**src/rtl/tester_gtx_seq.sv**
```systemverilog
// GTX pattern-generator test sequencer: sweeps interval length, runs N bursts per step.
// Optional watchdog on burst activity: define TESTER_GTX_SEQ_TIMEOUT_EN.
module tester_gtx_seq #(
  parameter int GAP_CYCLES     = 64,
  parameter int TIMEOUT_CYCLES = 1024
) (
  input  logic        usrclk,
  input  logic        usrrst_n,
  input  logic        start,
  input  logic        abort,
  input  logic        link_ready,
  input  logic [7:0]  len_start,
  input  logic [7:0]  len_end,
  input  logic [7:0]  len_step,
  input  logic [15:0] burst_num,
  input  logic [1:0]  gen_txchar,
  output logic [7:0]  test_len_ctrl,
  output logic        test_run_ctrl,
  output logic        busy,
  output logic        done,
  output logic        err_link,
  output logic        err_timeout,
  output logic [7:0]  step_cnt
);

  typedef enum logic [2:0] {
    S_IDLE, S_WAIT_LINK, S_RUN, S_DRAIN, S_GAP, S_FIN, S_ERR
  } state_t;

  localparam int GW = $clog2(GAP_CYCLES + 1);

  state_t        r_state;
  logic [1:0]    r_txc;
  logic [7:0]    r_len;
  logic [7:0]    r_lend;
  logic [7:0]    r_lstep;
  logic [15:0]   r_bnum;
  logic [15:0]   r_bcnt;
  logic [GW-1:0] r_gap;
  logic [7:0]    r_step;
  logic          r_run;
  logic          r_busy;
  logic          r_done;
  logic          r_err_link;
  logic          r_err_to;

  logic          w_bstart;
  logic          w_bend;
  logic          w_active;
  logic          w_link_loss;
  logic          w_to;
  logic          w_gap_end;
  logic          w_last;
  logic [15:0]   w_bcnt_nxt;
  logic [8:0]    w_nxt;

  assign w_bstart    = (r_txc == 2'b01) && (gen_txchar == 2'b00);
  assign w_bend      = (r_txc == 2'b00) && (gen_txchar == 2'b01);
  assign w_active    = (r_state == S_RUN) || (r_state == S_DRAIN);
  assign w_link_loss = w_active && !link_ready;
  assign w_bcnt_nxt  = r_bcnt + 16'd1;
  assign w_nxt       = {1'b0, r_len} + {1'b0, r_lstep};
  assign w_gap_end   = (r_gap == GW'(GAP_CYCLES - 1));
  // 9-bit sum catches carry past 255 as well as overshooting len_end
  assign w_last      = (r_lstep == 8'd0) || w_nxt[8] ||
                       (w_nxt > {1'b0, r_lend});

`ifdef TESTER_GTX_SEQ_TIMEOUT_EN
  localparam int TW = $clog2(TIMEOUT_CYCLES + 1);
  logic [TW-1:0] r_wd;

  always_ff @(posedge usrclk or negedge usrrst_n) begin
    if (!usrrst_n) begin
      r_wd <= '0;
    end else if (!w_active || w_bstart || w_bend) begin
      r_wd <= '0;
    end else begin
      r_wd <= r_wd + TW'(1);
    end
  end

  assign w_to = w_active && (r_wd == TW'(TIMEOUT_CYCLES - 1));
`else
  logic w_unused_to;
  assign w_unused_to = (TIMEOUT_CYCLES == 0);
  assign w_to        = 1'b0;
`endif

  always_ff @(posedge usrclk or negedge usrrst_n) begin
    if (!usrrst_n) begin
      r_txc <= 2'b01;
    end else begin
      r_txc <= gen_txchar;
    end
  end

  always_ff @(posedge usrclk or negedge usrrst_n) begin
    if (!usrrst_n) begin
      r_state    <= S_IDLE;
      r_len      <= '0;
      r_lend     <= '0;
      r_lstep    <= '0;
      r_bnum     <= '0;
      r_bcnt     <= '0;
      r_gap      <= '0;
      r_step     <= '0;
      r_run      <= 1'b0;
      r_busy     <= 1'b0;
      r_done     <= 1'b0;
      r_err_link <= 1'b0;
      r_err_to   <= 1'b0;
    end else if (abort) begin
      r_state <= S_IDLE;
      r_run   <= 1'b0;
      r_busy  <= 1'b0;
    end else if (w_link_loss) begin
      r_state    <= S_ERR;
      r_run      <= 1'b0;
      r_err_link <= 1'b1;
    end else if (w_to) begin
      r_state  <= S_ERR;
      r_run    <= 1'b0;
      r_err_to <= 1'b1;
    end else begin
      unique case (r_state)
        S_IDLE: begin
          if (start) begin
            r_state    <= S_WAIT_LINK;
            r_len      <= len_start;
            r_lend     <= len_end;
            r_lstep    <= len_step;
            r_bnum     <= (burst_num == 16'd0) ? 16'd1 : burst_num;
            r_bcnt     <= '0;
            r_step     <= '0;
            r_busy     <= 1'b1;
            r_done     <= 1'b0;
            r_err_link <= 1'b0;
            r_err_to   <= 1'b0;
          end
        end
        S_WAIT_LINK: begin
          if (link_ready) begin
            r_state <= S_RUN;
            r_run   <= 1'b1;
          end
        end
        S_RUN: begin
          if (w_bstart) begin
            r_bcnt <= w_bcnt_nxt;
            if (w_bcnt_nxt == r_bnum) begin
              r_state <= S_DRAIN;
            end
          end
        end
        S_DRAIN: begin
          if (w_bend) begin
            r_state <= S_GAP;
            r_run   <= 1'b0;
            r_gap   <= '0;
            if (r_step != 8'hFF) begin
              r_step <= r_step + 8'd1;
            end
          end
        end
        S_GAP: begin
          if (!w_gap_end) begin
            r_gap <= r_gap + GW'(1);
          end else if (w_last) begin
            r_state <= S_FIN;
          end else begin
            r_state <= S_WAIT_LINK;
            r_len   <= w_nxt[7:0];
            r_bcnt  <= '0;
          end
        end
        S_FIN: begin
          r_state <= S_IDLE;
          r_done  <= 1'b1;
          r_busy  <= 1'b0;
        end
        S_ERR: begin
          r_state <= S_IDLE;
          r_busy  <= 1'b0;
        end
        default: r_state <= S_IDLE;
      endcase
    end
  end

  assign test_len_ctrl = r_len;
  assign test_run_ctrl = r_run;
  assign busy          = r_busy;
  assign done          = r_done;
  assign err_link      = r_err_link;
  assign err_timeout   = r_err_to;
  assign step_cnt      = r_step;

endmodule

```
**config.mk**
```make
export PLATFORM = sky130hd
export DESIGN_NAME = tester_gtx_seq
export DESIGN_NICKNAME = d
export VERILOG_FILES = /design/src/rtl/tester_gtx_seq.sv
export SDC_FILE = /design/constraint.sdc
export NUM_CORES = 1
export LEC_CHECK = 0
export CAP_MARGIN = 20
export CORE_ASPECT_RATIO = 1.1
export CORE_MARGIN = 2
export CORE_UTILIZATION = 45
export DETAILED_ROUTE_END_ITERATION = 12
export GPL_ROUTABILITY_DRIVEN = 0
export PLACE_DENSITY = 0.68
export SLEW_MARGIN = 20
export SYNTH_ARGS = -nofsm -noshare
export SYNTH_HDL_FRONTEND = slang
export SYNTH_SLANG_ARGS = --single-unit
```
**constraint.sdc**
```tcl
create_clock -name usrclk -period 5.84 [get_ports usrclk]
set_input_delay 1.46 -clock usrclk [delete_from_list [all_inputs] [get_ports usrclk]]
set_output_delay 1.46 -clock usrclk [all_outputs]
set_load 0.03 [all_outputs]
```
After elaboration in Yosys (flattened, before gate mapping)
Index checks and enable logic that the tools add are counted.
{"block": "totals", "regBits": 80, "word_cells": 118}
{"block": "classes", "add_sub_neg": 4, "n_lt_le_gt_ge": 1, "eq_ne": 26, "mux": 40, "bitwise": 2, "n_reduce_logical": 32}
{"cell": "two-way mux 16 bit", "count": 5}
{"cell": "two-way mux 8 bit", "count": 6}
{"cell": "one-hot mux 16 bit (3 select lines)", "count": 1}
{"cell": "one-hot mux 8 bit (2 select lines)", "count": 2}
{"cell": "two-way mux 3 bit", "count": 9}
{"cell": "!= test 4 bit, second input constant", "count": 5}
{"cell": "AND reduction 6 bit", "count": 3}
{"cell": "adder 16 x 1 -> 16 bit, second input constant", "count": 1}
{"cell": "== test 16 bit", "count": 1}
{"cell": "zero test 16 bit", "count": 1}
{"cell": "one-hot mux 3 bit (5 select lines)", "count": 1}
{"cell": "two-way mux 7 bit", "count": 2}
{"cell": "!= test 2 bit, second input constant", "count": 7}
{"cell": "one-hot mux 7 bit (2 select lines)", "count": 1}
{"cell": "nonzero test 2 bit", "count": 6}
{"cell": "two-way mux 1 bit", "count": 10}
{"cell": "adder 8 x 8 -> 9 bit", "count": 1}
{"cell": "== test 3 bit, second input constant", "count": 3}
{"cell": "> comparator 9 x 8 -> 1 bit", "count": 1}
{"cell": "AND reduction 3 bit", "count": 3}
{"cell": "adder 8 x 1 -> 8 bit, second input constant", "count": 1}
{"cell": "zero test 8 bit", "count": 1}
{"cell": "!= test 8 bit, second input constant", "count": 1}
{"cell": "AND reduction 4 bit", "count": 2}
{"cell": "20 further kinds", "count": 31}

Logic depth before layout (Yosys ltp)
Gate-level depths: netlist of run 1.
{"block": "depth", "depth_word": 8, "depth_mapped": 17, "mapped_depth_nobuf": 15}

Least setup slack after synthesis of run 1
No wires, ideal clock.
{"block": "synth_path", "path_type": "register -> register", "from": "reg r_len[1] (netlist: test_len_ctrl[1])", "to": "reg r_len[0] (netlist: test_len_ctrl[0])", "setup_time_ns": 0.125, "arrival_ns": 3.676, "required_time_ns": 5.715, "setup_slack_ns": 2.039, "stages_incl_launch_ff": 18, "period_less_slack_ns": 3.801, "cell_sequence": "dfrtp_1 > ha_1 > a21o_1 > a21oi_1 > o21ai_0 > a21oi_1 > o21bai_1 > xor2_1 > ha_1 > nor4_1 > o21ai_0 > a21oi_1 > o21ai_0 > o31a_1 > buf_6 > or3_1 > buf_6 > mux2_4"}
{"block": "synth_between", "elab_chain_len": 5}
{"item": "start, declared", "line_no": "34", "source": "logic [7:0] r_len;"}
{"item": "start signal, assigned", "line_no": "129", "source": "r_len <= len_start;"}
{"item": "start signal, assigned", "line_no": "172", "source": "r_len <= w_nxt[7:0];"}
{"item": "adder 8 x 8 -> 9 bit (*)", "line_no": "62", "source": "assign w_nxt = {1'b0, r_len} + {1'b0, r_lstep};"}
{"item": "> comparator 9 x 8 -> 1 bit or logical OR 1 bit (tied branches)", "line_no": "66, 65"}
{"item": "logical OR 1 bit (*)", "line_no": "65", "source": "assign w_last = (r_lstep == 8'd0) || w_nxt[8] ||"}
{"item": "!= test 2 bit (no line) (*)"}
{"item": "AND reduction 6 bit (no line) (*)"}
Every way passes the cells marked *; elsewhere a longest branch is shown, timed or not.
A chain may end at the register's enable or synchronous reset.

Worst setup path in the final report of run 1
{"block": "layout_path", "from": "reg r_len[1] (netlist: test_len_ctrl[1])", "to": "reg r_len[7] (netlist: test_len_ctrl[7])"}
{"block": "layout_between", "elab_chain_len": 5}
{"item": "adder 8 x 8 -> 9 bit (*)", "line_no": "62"}
{"item": "> comparator 9 x 8 -> 1 bit or logical OR 1 bit (tied branches)", "line_no": "66, 65"}
{"item": "logical OR 1 bit", "line_no": "65"}
{"item": "!= test 2 bit (no line)"}
{"item": "AND reduction 6 bit (no line)"}
Every way passes the cells marked *; elsewhere a longest branch is shown, timed or not. The select of a mux whose other input is x is not followed.

==> impl_metrics.sql, run 1 <==
INSERT INTO impl_metrics (metric_group, metric, value, unit) VALUES
('routing', 'drt_iter0_drc', '205', ''),
('die', 'chipWidth', '104', 'um'),
('worst_hold_path', 'holdCritPathClass', 'reg -> reg', ''),
('worst_setup_path', 'critical_path.top_delay_family', 'compound AO/OA/AOI/OAI gates', ''),
('logic_synthesis', 'netlist_area', '4930', 'sq um'),
('clock_network', 'tritoncts_num_sinks', '80', ''),
('grt', 'grt_pass1_wl', '21700', 'um'),
('power_and_ir_drop', 'vdd_drop_max', '0.000250', 'V'),
('timing', 'final_max_slew_viol_count', '0', ''),
('finish', 'finish.instance_area', '5960', 'sq um'),
('clock_network', 'cts.repair.resized', '0', ''),
('power_and_ir_drop', 'sequential_cell_fraction_of_total_power', '0.311', ''),
('worst_setup_path', 'cp-start-kind', 'flip-flop', ''),
('clock_network', 'clock_tree.root_cell', 'sky130_fd_sc_hd__clkbuf_16', ''),
('finish', 'layout-drive-gt1-share', '0.0802', ''),
('logic_synthesis', 'avgSynthCellArea', '8.88', 'sq um'),
('die', 'floorplan.io_pins', '68', ''),
('routing', 'drtAntennaViolNets', '0', ''),
('worst_setup_path', 'reg2reg_setup_slack', '1.42', 'ns'),
('logic_synthesis', 'ys_ff_latch', '80', ''),
('routing', 'route.detailed.vias_per_inst', '5.73', ''),
('worst_setup_path', 'critical-path-slowest-cell', 'sky130_fd_sc_hd__or3_1', ''),
('logic_synthesis', 'postSynthCellCount', '556', ''),
('routing', 'm1_wire_length', '5860', 'um'),
('logic_synthesis', 'synth_area_leaders', 'sky130_fd_sc_hd__dfrtp_1 40%, sky130_fd_sc_hd__nand2_1 8.1%, sky130_fd_sc_hd__ha_1 4.8%', ''),
('clock_network', 'clk_path_buf_depth', '2', ''),
('clock_network', 'cts_hold_buffers', '0', ''),
('routing', 'wl_met3', '573', 'um'),
('routing', 'met2_wirelength', '5760', 'um'),
('clock_network', 'clkLatencyLatePin', '0.34', 'ns'),
('worst_setup_path', 'classification_of_the_worst_setup_path', 'reg -> reg', ''),
('power_and_ir_drop', 'pwr-share-clk', '0.199', ''),
('grt', 'antenna_found_initial', '0', ''),
('worst_setup_path', 'cp.required', '6.06', 'ns'),
('placed_design', 'dp.final_hpwl', '9050', 'um'),
('routing', 'remaining_drc_errors', '0', ''),
('flow_run', 'drv.max_cap_violation_count', '0', ''),
('die', 'die_h', '114', 'um'),
('finish', 'layout.cells.most_common', 'sky130_fd_sc_hd__nand2_1', ''),
('finish', 'mostFrequentLayoutCells', '106 x sky130_fd_sc_hd__nand2_1, 79 x sky130_fd_sc_hd__dfrtp_1, 65 x sky130_fd_sc_hd__clkdlybuf4s50_1', ''),
('placed_design', 'postPlaceCellArea', '5650', 'sq um'),
('logic_synthesis', 'synth_cell_types', '69', ''),
('logic_synthesis', 'sequential_area_share_after_synthesis', '0.406', ''),
('finish', 'antennaDiodeCount', '0', ''),
('routing', 'route.vias.total', '4343', ''),
('worst_setup_path', 'worstPathCellList', 'ha_1, a21o_1, a21oi_1, o21ai_0, a21oi_1, o21bai_1, xor2_1, ha_1, nor4_1, o21ai_0, a21oi_1, o21ai_0, o31a_1, or3_1, mux2_4', ''),
('power_and_ir_drop', 'power.density_cell_area', '494', 'nW/um^2'),
('timing', 'fin_skew', '0.00905', 'ns'),
('power_and_ir_drop', 'power.total', '2940', 'uW'),
('power_and_ir_drop', 'p_sw', '1210', 'uW'),
('worst_setup_path', 'timing.critical_path.slowest_cell_delay', '0.64', 'ns'),
('die', 'placeableCoreArea', '10800', 'sq um'),
('grt', 'grt_start_max_net_pins', '81', ''),
('timing', 'max_freq', '226', 'MHz'),
('worst_setup_path', 'cp_max_fo', '18', ''),
('grt', 'grt_util_all_layers', '0.227', ''),
('finish', 'finalNetCount', '674', ''),
('worst_setup_path', 'critPathBufInv', '0', ''),
('status', 'run_status', 'finished, final reports clean', ''),
('power_and_ir_drop', 'pwr-share-comb', '0.490', ''),
('worst_setup_path', 'endpoint_kind', 'flip-flop', ''),
('logic_synthesis', 'syn_nets', '623', ''),
('power_and_ir_drop', 'power_leakage', '0.00260', 'uW'),
('routing', 'drtPass1Iterations', '5', ''),
('placed_design', 'numPortBuffers', '66', ''),
('clock_network', 'tritoncts', 'yes', ''),
('timing', 'grt_setup_unrepaired', 'no', ''),
('power_and_ir_drop', 'internal-power', '1730', 'uW'),
('die', 'die_area', '11800', 'sq um'),
('die', 'floorplan.rows', '40', ''),
('routing', 'wl_per_cell', '16.7', 'um');
## cell usage after synthesis, drive strengths merged, types with 5 or more instances
| cell type | n |
|---|---|
| buf | 11 |
| nand2 | 106 |
| o21a | 5 |
| nand2b | 6 |
| inv | 16 |
| xor2 | 12 |
| a21o | 6 |
| a31oi | 9 |
| and2 | 6 |
| nor2 | 38 |
| o21ai | 45 |
| mux2 | 16 |
| nor4 | 9 |
| or3 | 6 |
| dfrtp | 79 |
| a211oi | 5 |
| ha | 19 |
| nand3 | 11 |
| a21oi | 26 |
| clkbuf | 18 |
| and3 | 8 |
| xnor2 | 16 |
| nor3 | 14 |
| o31ai | 8 |
| nand4 | 13 |
## worst paths after layout
check,startpoint,to,depth (start not counted)
max in group asynchronous,usrrst_n,r_bnum[4],1
min reg2reg,r_gap[6],r_gap[6],1
max,test_len_ctrl[1],test_len_ctrl[7],15
min in group asynchronous,usrrst_n,step_cnt[6],1
max reg2reg,test_len_ctrl[1],test_len_ctrl[7],15
min,r_gap[6],r_gap[6],1
## cell type report
cell class	count	area [sq um]
Clock buffer	11	233
Multi-Input combinational cell	431	2730
Sequential cell	80	2000
Tap cell	147	184
Timing Repair Buffer	69	684
Inverter	16	60.1
Clock inverter	4	70.1
Fill cell	1023	4850
## worst reg2reg max path: stages, from the launching register on
cell and delay (ns):
sky130_fd_sc_hd__dfrtp_1 0.42, sky130_fd_sc_hd__ha_1 0.32, sky130_fd_sc_hd__a21o_1 0.18, sky130_fd_sc_hd__a21oi_1 0.26, sky130_fd_sc_hd__o21ai_0 0.15, sky130_fd_sc_hd__a21oi_1 0.28, sky130_fd_sc_hd__o21bai_1 0.12, sky130_fd_sc_hd__xor2_1 0.16
sky130_fd_sc_hd__ha_1 0.21, sky130_fd_sc_hd__nor4_1 0.25, sky130_fd_sc_hd__o21ai_0 0.13, sky130_fd_sc_hd__a21oi_1 0.12, sky130_fd_sc_hd__o21ai_0 0.14, sky130_fd_sc_hd__o31a_1 0.53, sky130_fd_sc_hd__or3_1 0.64, sky130_fd_sc_hd__mux2_4 0.39
## through the flow
stage | std cells | hold WS, ns | setup WS [ns] | utilization
2_1_floorplan | 556 | 0.451 | 2.04 | -
3_3_place_gp | 743 | 0.465 | 1.64 | 0.523
3_5_place_dp | 743 | 0.484 | 1.48 | 0.523
4_1_cts | 758 | 0.498 | 1.42 | 0.551
5_1_grt | 758 | 0.517 | 1.12 | 0.551
6_report | 758 | 0.495 | 1.42 | 0.551
## flip-flops by register name, summed over array words and instances, names as in the netlist, 2 cells and up
register / count
r_bcnt: 16
r_bnum: 16
r_lend: 8
r_lstep: 8
step_cnt: 8
test_len_ctrl: 8
r_gap: 7
r_state: 3
r_txc: 2
## power by group through the flow
| stage | Combinational (uW) | Clock [uW] | Sequential, uW |
|---|---|---|---|
| floorplan | 1000 | 0 | 933 |
| global placement | 1360 | 0 | 913 |
| detailed placement | 1420 | 0 | 916 |
| CTS | 1440 | 596 | 912 |
| global route | 1600 | 621 | 944 |
| finish | 1440 | 586 | 915 |
## per-layer routing
metal | track usage | vias to the layer above
li1 | - | 2093
met1 | 0.309 | 2084
met2 | 0.360 | 136
met3 | 0.0326 | 30
met4 | 0.108 | 0
met5 | 0 | -
## logic make-up (layout without fill, tap and decap cells)
logic type                 after synthesis  in the layout  share of synthesized area
and+or+nand+nor                        230            230                      0.224
AOI/OAI and AO/OA                      135            135                      0.180
DFF                                     80             80                      0.406
buffers and inverters                   45            100                     0.0436
xor gates and xnor gates                28             28                     0.0497
adders and majority gates               20             20                     0.0522
muxes                                   17             17                     0.0446
other                                    1              1                   0.000760
No activity file was read; power rests on OpenSTA's default activity.
==> run 2: changes to the inputs <==
--- a/config.mk
+++ b/config.mk
@@ -11,7 +11,7 @@
 export CORE_UTILIZATION = 45
 export DETAILED_ROUTE_END_ITERATION = 12
 export GPL_ROUTABILITY_DRIVEN = 0
-export PLACE_DENSITY = 0.68
+export PLACE_DENSITY = 0.7
 export SLEW_MARGIN = 20
 export SYNTH_ARGS = -nofsm -noshare
 export SYNTH_HDL_FRONTEND = slang
==> constraint.sdc (replaced) <==
create_clock -name usrclk -period 3.98 [get_ports usrclk]
set_input_delay 0.995 -clock usrclk [delete_from_list [all_inputs] [get_ports usrclk]]
set_output_delay 0.995 -clock usrclk [all_outputs]
set_load 0.03 [all_outputs]
==> impl_metrics.sql, run 2 (synthesized netlist as in run 1, its figures left out) <==
INSERT INTO impl_metrics (metric_group, metric, value, unit) VALUES
('routing', 'drtPass1Iterations', '5', ''),
('power_and_ir_drop', 'power.total', '4410', 'uW'),
('power_and_ir_drop', 'pwr-share-comb', '0.490', ''),
('grt', 'grt_pass1_vias', '4362', ''),
('finish', 'instances_no_fill', '764', ''),
('clock_network', 'clkLatencyLatePin', '0.34', 'ns'),
('finish', 'final_util', '0.558', ''),
('power_and_ir_drop', 'vdd_drop_max', '0.000349', 'V'),
('timing', 'holdWs', '0.478', 'ns'),
('worst_setup_path', 'endpoint_kind', 'flip-flop', ''),
('worst_setup_path', 'cp.required', '4.20', 'ns'),
('worst_setup_path', 'cp-start-kind', 'flip-flop', ''),
('die', 'floorplan.rows', '40', ''),
('timing', 'final_max_slew_viol_count', '0', ''),
('timing', 'finalSetupViolCount', '0', ''),
('grt', 'antenna_found_initial', '0', ''),
('grt', 'grt_start_max_net_pins', '81', ''),
('clock_network', 'cts_made_buffers', '9', ''),
('timing', 'hold_viol_final', '0', ''),
('placed_design', 'place.detailed.instances', '747', ''),
('routing', 'remaining_drc_errors', '0', ''),
('timing', 'grt_setup_unrepaired', 'no', ''),
('timing', 'share_of_the_clock_period_used_by_the_worst_path_after_layout', '0.942', ''),
('clock_network', 'tritoncts', 'yes', ''),
('clock_network', 'cts_hold_buffers', '0', ''),
('placed_design', 'numPortBuffers', '66', ''),
('power_and_ir_drop', 'p_sw', '1810', 'uW'),
('worst_setup_path', 'cp.arrival', '3.97', 'ns'),
('grt', 'grt_pass1_wl', '21300', 'um'),
('clock_network', 'clk_transition_reported_paths', '0.06', 'ns'),
('power_and_ir_drop', 'pwr-share-clk', '0.204', ''),
('die', 'floorplan.io_pins', '68', ''),
('timing', 'fin_skew', '0.00465', 'ns'),
('power_and_ir_drop', 'sequential_cell_fraction_of_total_power', '0.306', ''),
('worst_hold_path', 'holdCritPathClass', 'reg -> reg', ''),
('power_and_ir_drop', 'netSwitchingFraction', '0.410', ''),
('die', 'chipWidth', '104', 'um'),
('die', 'placeableCoreArea', '10800', 'sq um'),
('timing', 'worst_slew_pin_slew', '0.727', 'ns'),
('grt', 'gr_overflow_total', '0', ''),
('worst_setup_path', 'classification_of_the_worst_setup_path', 'reg -> reg', ''),
('finish', 'antennaDiodeCount', '0', ''),
('worst_setup_path', 'cp_max_fo', '8', ''),
('flow_run', 'drv.max_cap_violation_count', '0', ''),
('routing', 'drt_iter0_drc', '253', ''),
('finish', 'registers_with_the_most_flip_flops', 'r_bcnt x16, r_bnum x16', ''),
('routing', 'drtAntennaViolNets', '0', ''),
('die', 'die_h', '114', 'um'),
('grt', 'grt_util_all_layers', '0.222', ''),
('routing', 'postRouteWirelength', '12500', 'um'),
('power_and_ir_drop', 'power_leakage', '0.00262', 'uW'),
('clock_network', 'clock_tree.root_cell', 'sky130_fd_sc_hd__clkbuf_16', ''),
('routing', 'wl_per_cell', '16.3', 'um'),
('finish', 'mostFrequentLayoutCells', '106 x sky130_fd_sc_hd__nand2_1, 77 x sky130_fd_sc_hd__dfrtp_1, 65 x sky130_fd_sc_hd__clkdlybuf4s50_1', ''),
('power_and_ir_drop', 'power.density_cell_area', '731', 'nW/um^2'),
('clock_network', 'clk_path_buf_depth', '2', ''),
('timing', 'timing.final.crit_period', '3.75', 'ns'),
('worst_setup_path', 'reg2reg_setup_slack', '0.23', 'ns'),
('clock_network', 'clock_tree.htree_level_count', '3', ''),
('placed_design', 'dp.final_hpwl', '8660', 'um'),
('status', 'run_status', 'finished, final reports clean', ''),
('finish', 'finalNetCount', '679', ''),
('clock_network', 'tritoncts_num_sinks', '80', ''),
('timing', 'max_freq', '267', 'MHz'),
('timing', 'timing.slew.headroom', '0.510', ''),
('power_and_ir_drop', 'internal-power', '2600', 'uW'),
('finish', 'layout-drive-gt1-share', '0.0972', ''),
('finish', 'synthToLayoutAreaGrowth', '22.2', '%'),
('routing', 'route.vias.total', '4387', ''),
('finish', 'layout.cells.most_common', 'sky130_fd_sc_hd__nand2_1', ''),
('routing', 'route.detailed.vias_per_inst', '5.74', ''),
('die', 'die_area', '11800', 'sq um'),
('die', 'initial_standard_cell_utilization_of_the_core', '0.456', '');
run 2: cell count changes in the layout (fill, tap and decap cells not counted), sizes merged:
cell,previous run,this run
clkinv,2,1
clkinvlp,0,2
buf,4,9
run 2: routing by layer:
metal / GRT usage / wire, um / up-vias
met5: 0 / 0 / -
met1: 0.293 / 5690 / 2118
met3: 0.0360 / 719 / 23
met4: 0.0991 / 325 / 0
li1: - / - / 2091
met2: 0.362 / 5710 / 155
run 2: through the flow:
step           worst slack [ns]  setup TNS, ns  instance area (sq um)
2_1_floorplan             0.179              0                   4930
3_3_place_gp              0.142              0                   5680
3_5_place_dp           -0.00305       -0.00305                   5680
4_1_cts                  0.0861              0                   6010
5_1_grt                  0.0239              0                   6030
6_report                  0.231              0                   6030
run 2: area by class of cell:
| cell class | instances | area, sq um |
|---|---|---|
| well taps | 147 | 184 |
| clock buffers | 11 | 243 |
| flip-flops and latches | 80 | 2010 |
| multi-input cells | 431 | 2740 |
| clock inverters | 5 | 80.1 |
| fillers | 1003 | 4780 |
| inverters | 16 | 60.1 |
| repair buffers | 74 | 722 |
run 2: power groups by stage:
stage | Clock (uW) | Combinational, uW | Sequential [uW]
after floorplan | 0 | 1470 | 1370
after global placement | 0 | 2000 | 1340
after detailed placement | 0 | 2060 | 1350
after CTS | 910 | 2110 | 1340
after global routing | 941 | 2400 | 1390
final | 900 | 2160 | 1350
run 2: timing repair:
action | in CTS | in global routing
setup endpoints to repair | 8 | 23
setup buffers | 0 | 1
cloned | 0 | 0
gates resized for setup | 1 | 6
pin swaps | 0 | 4
run 2: worst paths after layout:
check | start | endpoint | cells after the start
max in group asynchronous | usrrst_n | r_lstep[1] | 1
worst min register to register | r_gap[6] | r_gap[6] | 1
worst min-delay path | r_gap[6] | r_gap[6] | 1
worst max register to register | test_len_ctrl[1] | test_len_ctrl[3] | 15
worst max-delay path | test_len_ctrl[1] | test_len_ctrl[3] | 15
min in group asynchronous | usrrst_n | r_gap[3] | 1
run 2: worst max-delay path, stage by stage, from the launching register on:
cell	delay, ns
sky130_fd_sc_hd__dfrtp_2	0.44
sky130_fd_sc_hd__ha_1	0.30
sky130_fd_sc_hd__a21o_1	0.18
sky130_fd_sc_hd__a21oi_2	0.16
sky130_fd_sc_hd__o21ai_0	0.13
sky130_fd_sc_hd__a21oi_1	0.24
sky130_fd_sc_hd__o21bai_1	0.12
sky130_fd_sc_hd__xor2_1	0.16
sky130_fd_sc_hd__ha_1	0.21
sky130_fd_sc_hd__nor4_2	0.26
sky130_fd_sc_hd__o21ai_1	0.10
sky130_fd_sc_hd__a21oi_1	0.13
sky130_fd_sc_hd__o21ai_1	0.10
sky130_fd_sc_hd__o31a_1	0.29
sky130_fd_sc_hd__or3_4	0.47
sky130_fd_sc_hd__mux2_4	0.33
==> edit 1 (config.mk and constraints of run 2) <==
The parameter `GAP_CYCLES` goes from 64 to 32.
--- a/src/rtl/tester_gtx_seq.sv
+++ b/src/rtl/tester_gtx_seq.sv
@@ -1,7 +1,7 @@
 // GTX pattern-generator test sequencer: sweeps interval length, runs N bursts per step.
 // Optional watchdog on burst activity: define TESTER_GTX_SEQ_TIMEOUT_EN.
 module tester_gtx_seq #(
-  parameter int GAP_CYCLES     = 64,
+  parameter int GAP_CYCLES     = 32,
   parameter int TIMEOUT_CYCLES = 1024
 ) (
   input  logic        usrclk,
Behaviour: no difference found for any inputs over 4 cycles, from zero or initial values and one cycle with usrrst_n low; that may be too few to reach the edited logic, so the function may still have changed.
==> edit 1 against run 2 <==
- maximum frequency up 2.5%
- largest cell class unchanged
- critical path depth is 1 lower
- power fell by 4.6%
- design area decreased by 2.7%
- sequential cell count is 1 lower
- routed wire length shrank 5.0%
- setup slack improved by 0.090 ns
- area after synthesis decreased by 3.4%
- sequential power decreased by 4%
- hold slack gained 0.0057 ns
==> edit 1: results (changes against run 2) <==
| Group | Quantity | Reported | Delta |
|:---|:---|:---|:---|
| worst setup path | Critical path arrival | 3.89 ns | -0.08 ns |
| yosys | Mapped Cells | 538 | -3.2% |
| placed design | Post-DP HPWL | 8410 um | -2.9% |
| worst setup path | Highest-delay cell along the critical path | sky130_fd_sc_hd__fa_1 |  |
| yosys | Area share of the largest cell type after synthesis | 41.0% | +0.91 points |
| grt | Vias in the first global route | 4233 | -3.0% |
| yosys | Post-synth cell types | 70 | +1.4% |
| yosys | Xor and xnor area share after synthesis | 5.70% | +0.73 points |
| drt | DRT Pass-1 Iters | 4 | -1 |
| cells and area | Fill count | 950 | -5.3% |
| yosys | Post-synthesis net count | 605 | -2.9% |
| cells and area | Count of non-filler cells in the finished layout | 745 | -2.5% |
| pwr | Leakage power summed over all cells | 0.00259 uW | -1.5% |
| grt | Largest net degree at the start of global routing | 80 | -1.2% |
| pwr | VDD IR max | 0.398 mV | +14% |
| status | Result of the run | completed |  |
| yosys | Post-synthesis mux area share | 4.70% | +0.24 points |
| pwr | Fraction of power spent switching nets | 39.4% | -1.6 points |
| grt | Total routing usage reported by global routing | 22.5% | +0.32 points |
| timing | Setup skew after layout | 0.00678 ns | +0.00213 ns |
| timing | Worst Max-Slew Pin Slew | 0.738 ns | +0.0115 ns |
| drt | Detailed-route wire length | 11800 um | -5.0% |
| worst setup path | Delay-heaviest family, CP | compound AO/OA/AOI/OAI gates |  |
| worst setup path | Biggest cell delay along the critical path | 0.42 ns | -0.05 ns |
| cells and area | Proportion of layout cells with a drive suffix above 1 | 9.63% | -0.090 points |
| placed design | Total instance count after detailed placement | 729 | -2.4% |
| cts | Clock tree root driver cell | sky130_fd_sc_hd__clkbuf_16 |  |
| yosys | Part of the Yosys area used for sequential elements | 41.5% | +0.92 points |
| pwr | Relative contribution of combinational cells to total power | 46.3% | -2.7 points |
| drt | Via-per-instance ratio | 5.46 | -4.9% |
| yosys | Compound-Gate Fraction of Synth Area | 15.4% | -2.6 points |
| cells and area | Count of nets after finishing | 664 | -2.2% |
| grt | Wire length of the first global-routing pass | 20300 um | -4.5% |
| yosys | Leading post-synthesis cells by cell area | sky130_fd_sc_hd__dfrtp_1, sky130_fd_sc_hd__nand2_1, sky130_fd_sc_hd__ha_1 |  |
| cts | Post-CTS sizing | 0 | -1 |
| placed design | Worst slack at placement | 0.340 ns | +0.343 ns |
| drt | Initial DRC Count | 185 | -27% |
| yosys | Cell types with the highest counts after synthesis | sky130_fd_sc_hd__nand2_1, sky130_fd_sc_hd__dfrtp_1, sky130_fd_sc_hd__nor2_1, sky130_fd_sc_hd__o21ai_0, sky130_fd_sc_hd__a21oi_1 |  |
-- edit 1: worst paths after layout --
path	start	end	depth (start not counted)
max	r_lstep[0]	test_len_ctrl[5]	14
min	err_link	err_link	2
max reg2reg	r_lstep[0]	test_len_ctrl[5]	14
min reg2reg	err_link	err_link	2
max in group asynchronous	usrrst_n	test_len_ctrl[7]	1
min in group asynchronous	usrrst_n	r_bnum[1]	1
-- edit 1: power by group through the flow --
stage	clock, uW	sequential (uW)	combinational, uW
6_report	955	1300	1950
5_1_grt	1010	1340	2210
4_1_cts	979	1300	1960
3_5_place_dp	0	1310	1950
3_3_place_gp	0	1290	1910
2_1_floorplan	0	1340	1340
-- edit 1: logic make-up (layout without fill, tap and decap cells) --
| group | after synthesis | count (layout) |
|---|---|---|
| buffers and inverters | 37 | 101 |
| other | 1 | 1 |
| muxes | 20 | 20 |
| DFF | 79 | 79 |
| and+or+nand+nor | 234 | 234 |
| xor gates and xnor gates | 31 | 31 |
| AOI/OAI and AO/OA | 116 | 116 |
| adders and majority gates | 20 | 20 |
-- edit 1: layer usage --
layer / vias up / part of all wire (%) / GRT usage [%]
met5: - / 0 / 0
met3: 15 / 5.2 / 5.08
met2: 108 / 50 / 36.8
met4: 0 / 1.6 / 7.82
met1: 1951 / 44 / 29.2
li1: 1993 / - / -
-- edit 1: per-stage QoR --
step	util, %	total power (uW)	cell area (um2)	hold WS [ns]
finish	56.7	4200	5870	0.484
detailed placement	53.3	3260	5520	0.475
CTS	56.7	4240	5860	0.488
floorplan	-	2680	4760	0.451
global route	56.7	4560	5870	0.510
global placement	53.3	3200	5520	0.469
-- edit 1: worst reg2reg max path, cell delays in order (launching register included) --
cell and delay [ns]:
sky130_fd_sc_hd__dfrtp_1 0.40, sky130_fd_sc_hd__ha_1 0.22, sky130_fd_sc_hd__fa_1 0.42, sky130_fd_sc_hd__a211oi_1 0.28, sky130_fd_sc_hd__o21bai_1 0.11, sky130_fd_sc_hd__a21oi_1 0.18, sky130_fd_sc_hd__xnor2_1 0.16, sky130_fd_sc_hd__ha_1 0.27
sky130_fd_sc_hd__a21o_1 0.16, sky130_fd_sc_hd__a21o_1 0.18, sky130_fd_sc_hd__a2111oi_0 0.29, sky130_fd_sc_hd__o21ai_1 0.16, sky130_fd_sc_hd__nand2_1 0.10, sky130_fd_sc_hd__nand3_2 0.23, sky130_fd_sc_hd__mux2_2 0.37
-- edit 1: area by class of cell --
cell class	count	area share, %
clock inverter	7	2.05
multi-input combinational	422	44.5
timing repair buffer	71	11.9
clock buffer	9	3.84
inverter	14	0.896
tap	143	3.05
sequential	79	33.7
==> edit 2 (config.mk and constraints of run 2) <==
Made on the original files. Re-encode `state_t` (7 states) as one-hot, 7 bits wide.
--- a/src/rtl/tester_gtx_seq.sv
+++ b/src/rtl/tester_gtx_seq.sv
@@ -23,8 +23,8 @@
   output logic [7:0]  step_cnt
 );
 
-  typedef enum logic [2:0] {
-    S_IDLE, S_WAIT_LINK, S_RUN, S_DRAIN, S_GAP, S_FIN, S_ERR
+  typedef enum logic [6:0] {
+    S_IDLE = 7'b0000001, S_WAIT_LINK = 7'b0000010, S_RUN = 7'b0000100, S_DRAIN = 7'b0001000, S_GAP = 7'b0010000, S_FIN = 7'b0100000, S_ERR = 7'b1000000
   } state_t;
 
   localparam int GW = $clog2(GAP_CYCLES + 1);
Formal check against the unedited RTL: no difference found for any inputs over 4 cycles, from zero or initial values and one cycle with usrrst_n low; so few cycles prove little.
==> edit 2 against run 2 <==
- setup slack better by 0.068 ns
- area after synthesis up 2.6%
- combinational power down 6%
- design area up 3.9%
- power down 4.6%
- routed wire length down 3.6%
- maximum frequency up 1.9%
- core utilization up 1.4 points
- sequential cell count up 4
==> edit 2: results (changes against run 2) <==
| Group | Quantity | Reported | Delta |
|:---|:---|:---|:---|
| yosys | Yosys Warn Count | 0 | unchanged |
| grt | Wire length of the first global-routing pass | 20400 um | -4.1% |
| grt | Number of antenna violations at the first check in global routing | 0 | unchanged |
| drt | Detailed-route wire length | 12000 um | -3.6% |
| cells and area | Top Registers | r_bcnt x16, r_bnum x16 |  |
| worst setup path | Highest-delay cell along the critical path | sky130_fd_sc_hd__fa_1 |  |
| yosys | Most used flip-flop cell after synthesis | sky130_fd_sc_hd__dfrtp_1 |  |
| grt | Largest net degree at the start of global routing | 44 | -46% |
| yosys | Share of synthesized registers carrying an async set or reset | 100% | unchanged |
| timing | Setup-failing EPs final | 0 | unchanged |
| worst setup path | Largest fanout on the critical path | 10 | +2 |
| cts | Clock tree root driver cell | sky130_fd_sc_hd__clkbuf_16 |  |
| yosys | Leading post-synthesis cells by cell area | sky130_fd_sc_hd__dfrtp_1, sky130_fd_sc_hd__mux2_2, sky130_fd_sc_hd__ha_1 |  |
| cells and area | Diodes inserted | 0 | unchanged |
| worst setup path | Critical path arrival | 3.93 ns | -0.04 ns |
| grt | Total routing usage reported by global routing | 20.9% | -1.3 points |
| timing | Final hold violation count | 0 | unchanged |
| timing | Setup skew after layout | 0.00953 ns | +0.00488 ns |
| placed design | Port Buffer Count | 66 | unchanged |
| cts | Clock Tree Buf Depth | 2 | unchanged |
| timing | Worst Max-Slew Pin Slew | 0.604 ns | -0.123 ns |
| cts | CTS Buf Count | 9 | unchanged |
| cts | Clock transition at the registers of the reported paths | 0.06 ns | about the same |
| yosys | Post-synth cell types | 82 | +19% |
| worst setup path | Delay-heaviest family, CP | compound AO/OA/AOI/OAI gates |  |
| drt | Post-route DRC | 0 | unchanged |
| hold path | Worst hold-check path type | register to register |  |
| yosys | Cell types with the highest counts after synthesis | sky130_fd_sc_hd__dfrtp_1, sky130_fd_sc_hd__nand2_1, sky130_fd_sc_hd__o21ai_0, sky130_fd_sc_hd__nor2_1, sky130_fd_sc_hd__mux2_2 |  |
| worst setup path | Biggest cell delay along the critical path | 0.42 ns | -0.05 ns |
| grt | Vias in the first global route | 4330 | -0.73% |
| drt | Initial DRC Count | 242 | -4.3% |
| cts | Worst-Skew Late Latency | 0.34 ns | about the same |
| drt | DRT Pass-1 Iters | 4 | -1 |
| yosys | Post-synthesis net count | 582 | -6.6% |
| cells and area | Fill count | 958 | -4.5% |
| cts | H-tree lvl count | 3 | unchanged |
| pwr | VDD IR max | 0.507 mV | +46% |
| cells and area | Proportion of layout cells with a drive suffix above 1 | 15.0% | +5.3 points |
| placed design | Post-DP HPWL | 9070 um | +4.8% |
| cells and area | Count of nets after finishing | 656 | -3.4% |
| drt | Via-per-instance ratio | 5.71 | -0.64% |
| status | Result of the run | completed |  |
| pwr | Leakage power summed over all cells | 0.00256 uW | -2.3% |
| yosys | Part of the Yosys area used for sequential elements | 41.6% | +0.99 points |
==> edit 2: cell count changes in the layout (fill, tap and decap cells not counted), sizes merged, moves of 4 or more <==
cell	change
a21oi	-9
nand2	-59
nand4	-6
nand3	+4
xor2	-5
buf	+5
mux2	+22
or2	+4
nand2b	+6
a31oi	+5
nor3	+6
==> edit 2: report_power, final <==
group	internal, uW	total (uW)	switching (uW)	leakage (uW)
Clock	583	918	335	0.000159
Combinational	975	2020	1040	0.00133
Sequential	1080	1270	192	0.00107
==> edit 2: worst paths after layout <==
path,from,to,slack (ns),depth (start not counted)
setup reg to reg,test_len_ctrl[0],r_bcnt[7],0.30,17
hold / removal,r_bcnt[15],r_bcnt[15],0.51,1
hold reg to reg,r_bcnt[15],r_bcnt[15],0.51,1
setup / recovery,test_len_ctrl[0],r_bcnt[7],0.30,17
min in group asynchronous,usrrst_n,r_bnum[13],0.53,1
max in group asynchronous,usrrst_n,step_cnt[1],2.63,2
==> edit 2: cell families (layout without fill, tap and decap cells) <==
logic type	Yosys count	after routing	share of synthesized area (%)
compound gates	130	130	17.2
xor+xnor	23	23	4.13
fa+ha+maj	20	20	5.09
buf+inv	33	111	2.97
flops	84	84	41.6
mux	38	38	8.53
other cells	1	1	0.0741
simple gates	186	186	20.4
==> edit 2: per-layer routing <==
| metal | wire length [um] | global-route usage, % | up-vias |
|---|---|---|---|
| met5 | 0 | 0 | - |
| met4 | 197 | 8.18 | 0 |
| met3 | 554 | 4.31 | 13 |
| met2 | 5970 | 35.6 | 103 |
| met1 | 5280 | 26.4 | 2064 |
| li1 | - | - | 2042 |
==> edit 2: timing repair <==
item,in CTS,in global routing
endpoints found under the setup margin,0,8
resized for setup,0,1
endpoints found under the hold margin,0,0
buffers inserted,0,1
==> edit 2: per-stage QoR <==
step | instance area, um2 | power, uW | instances | worst slack, ns
2_1_floorplan | 5060 | 2690 | 515 | 0.173
3_3_place_gp | 5910 | 3190 | 724 | 0.259
3_5_place_dp | 5910 | 3280 | 724 | 0.0970
4_1_cts | 6240 | 4220 | 739 | 0.0757
5_1_grt | 6270 | 4530 | 740 | 0.0597
6_report | 6270 | 4210 | 740 | 0.299
==> edit 2: cell type report <==
class / count / area share (%)
Clock inverter: 3 / 1.10
Clock buffer: 12 / 4.09
Tap cell: 147 / 2.93
Sequential cell: 84 / 33.6
Timing Repair Buffer: 79 / 12.3
Inverter: 17 / 1.02
Multi-Input combinational cell: 398 / 45.0
